===== src/rtl/nibble_serial_adder_pkg.sv =====
// Shared types and constants for the nibble-serial adder/subtractor.
// The state encoding is fixed so that the FSM values match the datapath documentation.
package nibble_serial_adder_pkg;

   localparam int NIBBLE_W = 4;

   typedef enum logic [1:0] {
      IDLE = 2'b00,
      RUN  = 2'b01,
      DONE = 2'b10
   } state_t;

   // The nibble counter needs at least one bit, even when there is only a single nibble.
   function automatic int cnt_width(input int nibbles);
      return (nibbles > 1) ? $clog2(nibbles) : 1;
   endfunction

endpackage


===== src/rtl/nibble_serial_adder_rca4.sv =====
// 4-bit ripple-carry adder slice, used once per clock by the serial adder.
module nibble_serial_adder_rca4
   import nibble_serial_adder_pkg::*;
(
   input  logic [NIBBLE_W-1:0] i_a,
   input  logic [NIBBLE_W-1:0] i_b,
   input  logic                i_cin,
   output logic [NIBBLE_W-1:0] o_sum,
   output logic                o_cout
);

   logic [NIBBLE_W:0] w_c;

   assign w_c[0] = i_cin;

   for (genvar i = 0; i < NIBBLE_W; i++) begin : g_fa
      assign o_sum[i]  = i_a[i] ^ i_b[i] ^ w_c[i];
      assign w_c[i+1]  = (i_a[i] & i_b[i]) | (w_c[i] & (i_a[i] ^ i_b[i]));
   end

   assign o_cout = w_c[NIBBLE_W];

endmodule


===== src/rtl/nibble_serial_adder.sv =====
// WIDTH-bit adder/subtractor that processes one nibble per clock through a single RCA4,
// with valid/ready handshakes on both the operand and the result side.
//
// state | meaning
// IDLE  | waiting for operands; in_ready high
// RUN   | one nibble added per clock, low nibble first
// DONE  | result held on the outputs until out_ready
module nibble_serial_adder
   import nibble_serial_adder_pkg::*;
#(
   parameter int WIDTH = 16
) (
   input  logic             clk,
   input  logic             rst_n,
   input  logic             in_valid,
   output logic             in_ready,
   input  logic [WIDTH-1:0] a,
   input  logic [WIDTH-1:0] b,
   input  logic             cin,
   input  logic             op_sub,
   output logic             out_valid,
   input  logic             out_ready,
   output logic [WIDTH-1:0] sum,
   output logic             cout,
   output logic             overflow
);

   localparam int NIBBLES = WIDTH / NIBBLE_W;
   localparam int CNT_W   = cnt_width(NIBBLES);

   if ((WIDTH % NIBBLE_W) != 0 || WIDTH < NIBBLE_W) begin : g_bad_width
      $error("nibble_serial_adder: WIDTH must be a non-zero multiple of 4");
   end

   state_t             r_state;
   state_t             w_state_nxt;
   logic [WIDTH-1:0]   r_a;
   logic [WIDTH-1:0]   r_b;
   logic               r_c;
   logic               r_msb_a;
   logic               r_msb_b;
   logic [CNT_W-1:0]   r_cnt;
   logic [WIDTH-1:0]   r_sum;
   logic               r_cout;
   logic               r_ovf;

   logic               w_load;
   logic               w_step;
   logic               w_last;
   logic [NIBBLE_W-1:0] w_rca_sum;
   logic               w_rca_cout;
   logic [WIDTH-1:0]   w_acc_next;

   nibble_serial_adder_rca4 u_rca4 (
      .i_a    (r_a[NIBBLE_W-1:0]),
      .i_b    (r_b[NIBBLE_W-1:0]),
      .i_cin  (r_c),
      .o_sum  (w_rca_sum),
      .o_cout (w_rca_cout)
   );

   always_ff @(posedge clk or negedge rst_n) begin
      if (!rst_n) r_state <= IDLE;
      else        r_state <= w_state_nxt;
   end

   always_comb begin
      w_state_nxt = r_state;
      in_ready    = 1'b0;
      out_valid   = 1'b0;
      w_load      = 1'b0;
      w_step      = 1'b0;
      w_last      = 1'b0;
      case (r_state)
         IDLE: begin
            in_ready = 1'b1;
            if (in_valid) begin
               w_load      = 1'b1;
               w_state_nxt = RUN;
            end
         end
         RUN: begin
            w_step = 1'b1;
            if (r_cnt == CNT_W'(NIBBLES - 1)) begin
               w_last      = 1'b1;
               w_state_nxt = DONE;
            end
         end
         DONE: begin
            out_valid = 1'b1;
            if (out_ready) w_state_nxt = IDLE;
         end
         default: w_state_nxt = IDLE;
      endcase
   end

   // Partial sums are shifted in from the top, so after the last nibble the
   // accumulator plus the current RCA4 sum form the complete result.
   if (WIDTH > NIBBLE_W) begin : g_acc
      logic [WIDTH-NIBBLE_W-1:0] r_acc;

      always_ff @(posedge clk or negedge rst_n) begin
         if (!rst_n)      r_acc <= '0;
         else if (w_step) r_acc <= w_acc_next[WIDTH-1:NIBBLE_W];
      end

      assign w_acc_next = {w_rca_sum, r_acc};
   end else begin : g_acc_single
      assign w_acc_next = w_rca_sum;
   end

   always_ff @(posedge clk or negedge rst_n) begin
      if (!rst_n) begin
         r_a     <= '0;
         r_b     <= '0;
         r_c     <= 1'b0;
         r_msb_a <= 1'b0;
         r_msb_b <= 1'b0;
         r_cnt   <= '0;
         r_sum   <= '0;
         r_cout  <= 1'b0;
         r_ovf   <= 1'b0;
      end else if (w_load) begin
         // Subtraction is A + ~B + 1, so the borrow-in inverts into the carry-in.
         r_a     <= a;
         r_b     <= op_sub ? ~b : b;
         r_c     <= cin ^ op_sub;
         r_msb_a <= a[WIDTH-1];
         r_msb_b <= b[WIDTH-1] ^ op_sub;
         r_cnt   <= '0;
      end else if (w_step) begin
         r_a   <= r_a >> NIBBLE_W;
         r_b   <= r_b >> NIBBLE_W;
         r_c   <= w_rca_cout;
         r_cnt <= r_cnt + CNT_W'(1);
         if (w_last) begin
            r_sum  <= w_acc_next;
            r_cout <= w_rca_cout;
            r_ovf  <= (r_msb_a == r_msb_b) && (w_acc_next[WIDTH-1] != r_msb_a);
         end
      end
   end

   assign sum      = r_sum;
   assign cout     = r_cout;
   assign overflow = r_ovf;

endmodule


===== config.mk =====
export PLATFORM = sky130hd
export DESIGN_NAME = nibble_serial_adder
export DESIGN_NICKNAME = d
export VERILOG_FILES = /design/src/rtl/nibble_serial_adder_pkg.sv /design/src/rtl/nibble_serial_adder_rca4.sv /design/src/rtl/nibble_serial_adder.sv
export SDC_FILE = /design/constraint.sdc
export NUM_CORES = 1
export LEC_CHECK = 0
export CAP_MARGIN = 0
export CORE_UTILIZATION = 56
export CTS_CLUSTER_SIZE = 25
export DETAILED_ROUTE_END_ITERATION = 6
export DONT_BUFFER_PORTS = 1
export PLACE_DENSITY = 0.74
export SLEW_MARGIN = 20
export SYNTH_ARGS = -nofsm -noshare
export SYNTH_HDL_FRONTEND = slang
export SYNTH_HIERARCHICAL = 1
export SYNTH_SLANG_ARGS = --single-unit
export TNS_END_PERCENT = 100

===== constraint.sdc =====
create_clock -name clk -period 2.52 [get_ports clk]
set_input_delay 0.504 -clock clk [delete_from_list [all_inputs] [get_ports clk]]
set_output_delay 0.504 -clock clk [all_outputs]
set_load 0.01 [all_outputs]

# ---- Word level (Yosys, flattened, before mapping)
# Cells that the tools add are included.
dict set report word_totals {
  elab_cells 69
  in_bits 38
  register_bits 69
}
dict set report classes {
  n_bitwise 24
  muxes 20
  add_sub_neg 1
  reduce_logical 5
  n_eq_ne 8
}
# op count
set op_table {}
lappend op_table {{$mux W16} 5}
lappend op_table {{$not A16 Y16} 1}
lappend op_table {{$mux W2} 5}
lappend op_table {{$xor A1 B1 Y1} 10}
lappend op_table {{$mux W1} 9}
lappend op_table {{$and A1 B1 Y1} 8}
lappend op_table {{$ne A2 B2 Y1 const B} 3}
lappend op_table {{$pmux W2 S3} 1}
lappend op_table {{$reduce_and A3 Y1} 2}
lappend op_table {{$eq A2 B2 Y1 const B} 2}
lappend op_table {{$or A1 B1 Y1} 4}
lappend op_table {{$add A2 B1 Y2 const B} 1}
lappend op_table {{$eq A2 B1 Y1 const B} 1}
lappend op_table {{$logic_not A2 Y1} 1}
lappend op_table {{$reduce_bool A2 Y1} 1}
lappend op_table {{$eq A1 B1 Y1} 1}
lappend op_table {{$logic_and A1 B1 Y1} 1}
lappend op_table {{$ne A1 B1 Y1} 1}
lappend op_table {{$not A1 Y1} 1}

# ---- Depth between registers and ports, before layout
dict set report depth {
  word_depth 11
  mapped_depth 11
  mapped_depth_nobuf 11
}

# ---- Modules after synthesis
# The synthesis kept the hierarchy.
# mod instances area_each_um2 cells_per_inst
set modules_own_cells {}
lappend modules_own_cells {nibble_serial_adder 1 2976.6 288}
lappend modules_own_cells {nibble_serial_adder_rca4 1 117.6 14}

# ---- Worst setup path before layout
# No wires, ideal clock.
dict set report synth_path {
  path_kind {register -> register}
  start {reg r_a[0]}
  end {reg r_ovf (netlist: overflow)}
  required_ps 2391
  stages_incl_launch_ff 12
  arrival_ps 2350
  path_slack_ps 40
  path_buffers 0
  path_cell_list {dfrtp_1 > fa_1 > inv_1 > fa_1 > inv_1 > fa_1 > inv_1 > fa_1 > inv_1 > and3b_1 > a21oi_1 > o21ai_0}
}
dict set report synth_via {
  elab_chain_cells 10
  elab_cells_between_ends 11
  cone_classes {eq/ne (1); bitwise (9); reduce/logical (1)}
}
# element line_no
set synth_rtl {}
lappend synth_rtl {{start: declaration} nibble_serial_adder.sv:37} ;# logic [WIDTH-1:0] r_a;
lappend synth_rtl {{start signal: assignment} nibble_serial_adder.sv:132} ;# r_a <= r_a >> NIBBLE_W;
lappend synth_rtl {{$xor A1 B1 Y1} nibble_serial_adder_rca4.sv:18} ;# assign w_c[i+1] = (i_a[i] & i_b[i]) | (w_c[i] & (i_a[i] ^ i_b[i]));
lappend synth_rtl {{$and A1 B1 Y1} nibble_serial_adder_rca4.sv:18}
lappend synth_rtl {{$or A1 B1 Y1 (*)} nibble_serial_adder_rca4.sv:18}
lappend synth_rtl {{$and A1 B1 Y1 (*)} nibble_serial_adder_rca4.sv:18}
lappend synth_rtl {{$or A1 B1 Y1 (*)} nibble_serial_adder_rca4.sv:18}
lappend synth_rtl {{$and A1 B1 Y1 (*)} nibble_serial_adder_rca4.sv:18}
lappend synth_rtl {{$or A1 B1 Y1 (*)} nibble_serial_adder_rca4.sv:18}
lappend synth_rtl {{$xor A1 B1 Y1 (*)} nibble_serial_adder_rca4.sv:17} ;# assign o_sum[i] = i_a[i] ^ i_b[i] ^ w_c[i];
lappend synth_rtl {{via w_rca_sum[3]} nibble_serial_adder.sv:50} ;# logic [NIBBLE_W-1:0] w_rca_sum;
lappend synth_rtl {{$ne A1 B1 Y1 (*)} nibble_serial_adder.sv:139} ;# r_ovf <= (r_msb_a == r_msb_b) && (w_acc_next[WIDTH-1] != r_msb_a);
lappend synth_rtl {{$logic_and A1 B1 Y1 (*)} nibble_serial_adder.sv:139}
lappend synth_rtl {{end signal: assignment} nibble_serial_adder.sv:139}
lappend synth_rtl {{end: declaration} nibble_serial_adder.sv:45} ;# logic r_ovf;
# Mark *: on every way through the listed nets, which the timed path passes. The rest lies on a longest branch.
# A chain may end at the register's enable or synchronous reset.

# ---- Final worst setup path
dict set report layout_path {
  start {reg r_c}
  end {reg r_ovf (netlist: overflow)}
}
dict set report layout_via {
  elab_chain_cells 9
}
# element line_no
set layout_rtl {}
lappend layout_rtl {{start: declaration} nibble_serial_adder.sv:39} ;# logic r_c;
lappend layout_rtl {{start signal: assignment} nibble_serial_adder.sv:127} ;# r_c <= cin ^ op_sub;
lappend layout_rtl {{start signal: assignment} nibble_serial_adder.sv:134} ;# r_c <= w_rca_cout;
lappend layout_rtl {{$and A1 B1 Y1} nibble_serial_adder_rca4.sv:18}
lappend layout_rtl {{$or A1 B1 Y1} nibble_serial_adder_rca4.sv:18}
lappend layout_rtl {{$and A1 B1 Y1} nibble_serial_adder_rca4.sv:18}
lappend layout_rtl {{$or A1 B1 Y1} nibble_serial_adder_rca4.sv:18}
lappend layout_rtl {{$and A1 B1 Y1} nibble_serial_adder_rca4.sv:18}
lappend layout_rtl {{$or A1 B1 Y1} nibble_serial_adder_rca4.sv:18}
lappend layout_rtl {{$xor A1 B1 Y1} nibble_serial_adder_rca4.sv:17}
lappend layout_rtl {{via w_rca_sum[3]} nibble_serial_adder.sv:50}
lappend layout_rtl {{$ne A1 B1 Y1} nibble_serial_adder.sv:139}
lappend layout_rtl {{$logic_and A1 B1 Y1} nibble_serial_adder.sv:139}
# The timed path passes the listed nets, and every way through them passes these cells.

==> run metrics <==
status finished clean; antenna violation net count after detailed routing 0; Power Dens Cells 1380 mW/mm2; Antenna Cells 0; Period minus WS final 2.43 ns; share of cells above drive strength 1 16.6%; Synth Area in XOR/XNOR 4.81%; Sequential Area 0.00173 mm2; Most used DFF post-synth dfrtp_1; final instance area 0.00336 mm2; Worst-path clk slew 0.07 ns; endpoint class of the critical path flip-flop; share of the synthesized area in the top cell type 55.8%; CTS tree yes; leading area contributor after synthesis dfrtp_1; largest net degree at the start of global routing 70; cells after synthesis 302; Yosys reg bits 69; EDFF count, synth 0; die area 0.00583 mm2; initial antenna violation count 0; endpoints failing hold 0; critical setup path kind flip-flop to flip-flop; routed length per instance 14.9 um; Synth Area in Adders 2.99%; worst min path class input pin to asynchronous set/reset pin; unique cell type count in the Yosys netlist 28; vias in the first global route 1916; Max Freq 411 MHz; Initial Util 59.4%; crit start category flip-flop; cell family with most CP delay adder cells; Chip Width 76.3 um; beginning of the worst register-to-register path r_c; die height 76.3 um; RSZ-0062 raised after global routing true; slew margin rel. 50.4%; Post-synth top cells 99 x nand2_1, 69 x dfrtp_1, 17 x mux2_2, 15 x nor2_1, 13 x buf_2; largest family of logic cells by synthesized area simple AND/OR/NAND/NOR gates; Final Max Slew Viols 0; IO buf count 0; Pre-Repair DR Iteration Count 4; Warnings, synthesis 6; Max-Cap Viols 0; clk_lat worst skew 0.34 ns; stages on the worst setup path 11; Via Count 2007; Worst Max-Slew Pin Slew 0.744 ns; Mapped Area 0.00309 mm2; r2r worst-path depth 11; Multi-input gate area 0.00121 mm2; GRT Residual Overflow 0; final setup fails 0; dpl hpwl 3530 um; CP Data Arrival Time 2.64 ns; slowest stage delay, CP 0.41 ns; IO Pins 58; final wirelength 5630 um; Placement Cell Area 0.00310 mm2; crit-path most repeated cell inv_2; initial DRC count 88; mux share of post-synthesis cell area 6.19%; global-route usage over all layers 21.4%; synthesized net count 345; period utilization 96.5%; clock root buffer clkbuf_8; Core Footprint 0.00520 mm2; GP Congestion 0.785; site row count 26; peak supply drop 0.603 mV; Synth area leaders dfrtp_1 56%, nand2_1 12%, mux2_2 6.2%, xor2_1 3.4%, a22oi_1 2.9%; WP data required 2.73 ns; simple-gate share of the synthesized area 17.2%; Leak 1.65 nW; Clock Skews 0.00762 ns; Compound-Gate Fraction of Synth Area 7.72%; total clock buffers created by CTS 9; ys async rst share 100%; reg2reg setup slack 0.09 ns; Syn Area/Cell 10.2 um2; DRC viols 0; CP max FO 2; cells along the critical path fa_2 -> inv_2 -> fa_2 -> inv_2 -> fa_2 -> inv_2 -> fa_1 -> inv_2 -> and3b_1 -> a21oi_1 -> o21ai_1; Worst Setup SP r_c; worst path bufs/invs 4; Via density 5.32; clock sink total 69; setup_tns 0 ns; first-pass GRT wire length 9470 um; critical path's slowest cell fa_2; count leader, synth nand2_1; Area Overhead vs Synth 8.65%; Net count, final 345; # fillers 418; Clock Path Buffers 2; H-tree levels 3; register area share after synthesis 55.8%
## report_power, final
group	internal (mW)	total, mW	switching, mW	leakage [nW]
clock	0.537	0.931	0.394	0.106
combinational	0.717	1.67	0.949	0.675
sequential	1.63	2.03	0.406	0.869
total	2.88	4.63	1.75	1.65
## cell type report
type	instances	area share, %
clock buffers	13	5.02
multi-input cells	203	36.1
well taps	70	2.61
repair buffers	8	2.38
flip-flops and latches	69	51.4
clock inverters	3	1.27
inverters	11	1.23
## per-stage QoR
stage / hold slack, ns / power [mW] / instances / util (%) / worst slack [ns]
3_5_place_dp: 0.210 / 3.64 / 358 / 59.6 / -0.0762
3_3_place_gp: 0.210 / 3.55 / 358 / 59.6 / 0.00819
5_1_grt: 0.0616 / 5.02 / 377 / 64.6 / -0.00672
2_1_floorplan: 0.208 / 3.28 / 302 / - / 0.0404
6_report: 0.0426 / 4.63 / 377 / 64.6 / 0.0878
4_1_cts: 0.0484 / 4.63 / 375 / 64.3 / 0.0226
## routing by layer
| metal | track usage [%] | vias up | routed length, um |
|---|---|---|---|
| met1 | 28.8 | 958 | 2560 |
| met3 | 5.15 | 11 | 269 |
| met4 | 11.5 | 0 | 129 |
| met2 | 32.1 | 54 | 2670 |
| li1 | - | 984 | - |
| met5 | 0 | - | 0 |
## timing repair
| action | 4_1_cts | 5_1_grt |
|---|---|---|
| gates resized for setup | 4 | 4 |
| endpoints found under the hold margin | 69 | 0 |
| setup endpoints to repair | 1 | 2 |
| hold buffers | 1 | 0 |
| pin swaps | 0 | 4 |
| buffers inserted | 0 | 2 |
## flip-flops by register name, summed over array words and instances (netlist names)
signal / flops
r_msb_b: 1
sum: 16
r_a: 16
r_state: 2
g_acc.r_acc: 12
r_c: 1
r_b: 16
overflow: 1
cout: 1
r_msb_a: 1
r_cnt: 2
## cells in the final DEF (no fill, tap or decap), types with 2 or more instances in the layout
master    instances
a22oi_1          12
fa_2              3
dfrtp_1          69
nand2_1          99
xnor2_1           5
a221o_1           2
nand3_1           8
inv_1             7
nand2b_1          2
inv_2             4
buf_4             7
nor2_1           15
o21ai_0           5
mux2_2           17
clkbuf_8         12
xor2_1           12
a31oi_1          11
## logic make-up (layout without fill, tap and decap cells)
| group | after synthesis | in the layout |
|---|---|---|
| compound gates | 35 | 35 |
| xor+xnor | 17 | 17 |
| fa+ha+maj | 5 | 5 |
| buf+inv | 30 | 35 |
| flops | 69 | 69 |
| mux | 17 | 17 |
| simple gates | 129 | 129 |
## worst paths after layout
| check | endpoint |
|---|---|
| setup reg to reg | overflow |
| max in group asynchronous | r_b[0] |
| hold reg to reg | g_acc.r_acc[0] |
| min in group clk | r_state[1] |
| hold / removal | sum[1] |
| setup / recovery | overflow |
Note: power is estimated with default switching activity, not from simulation.
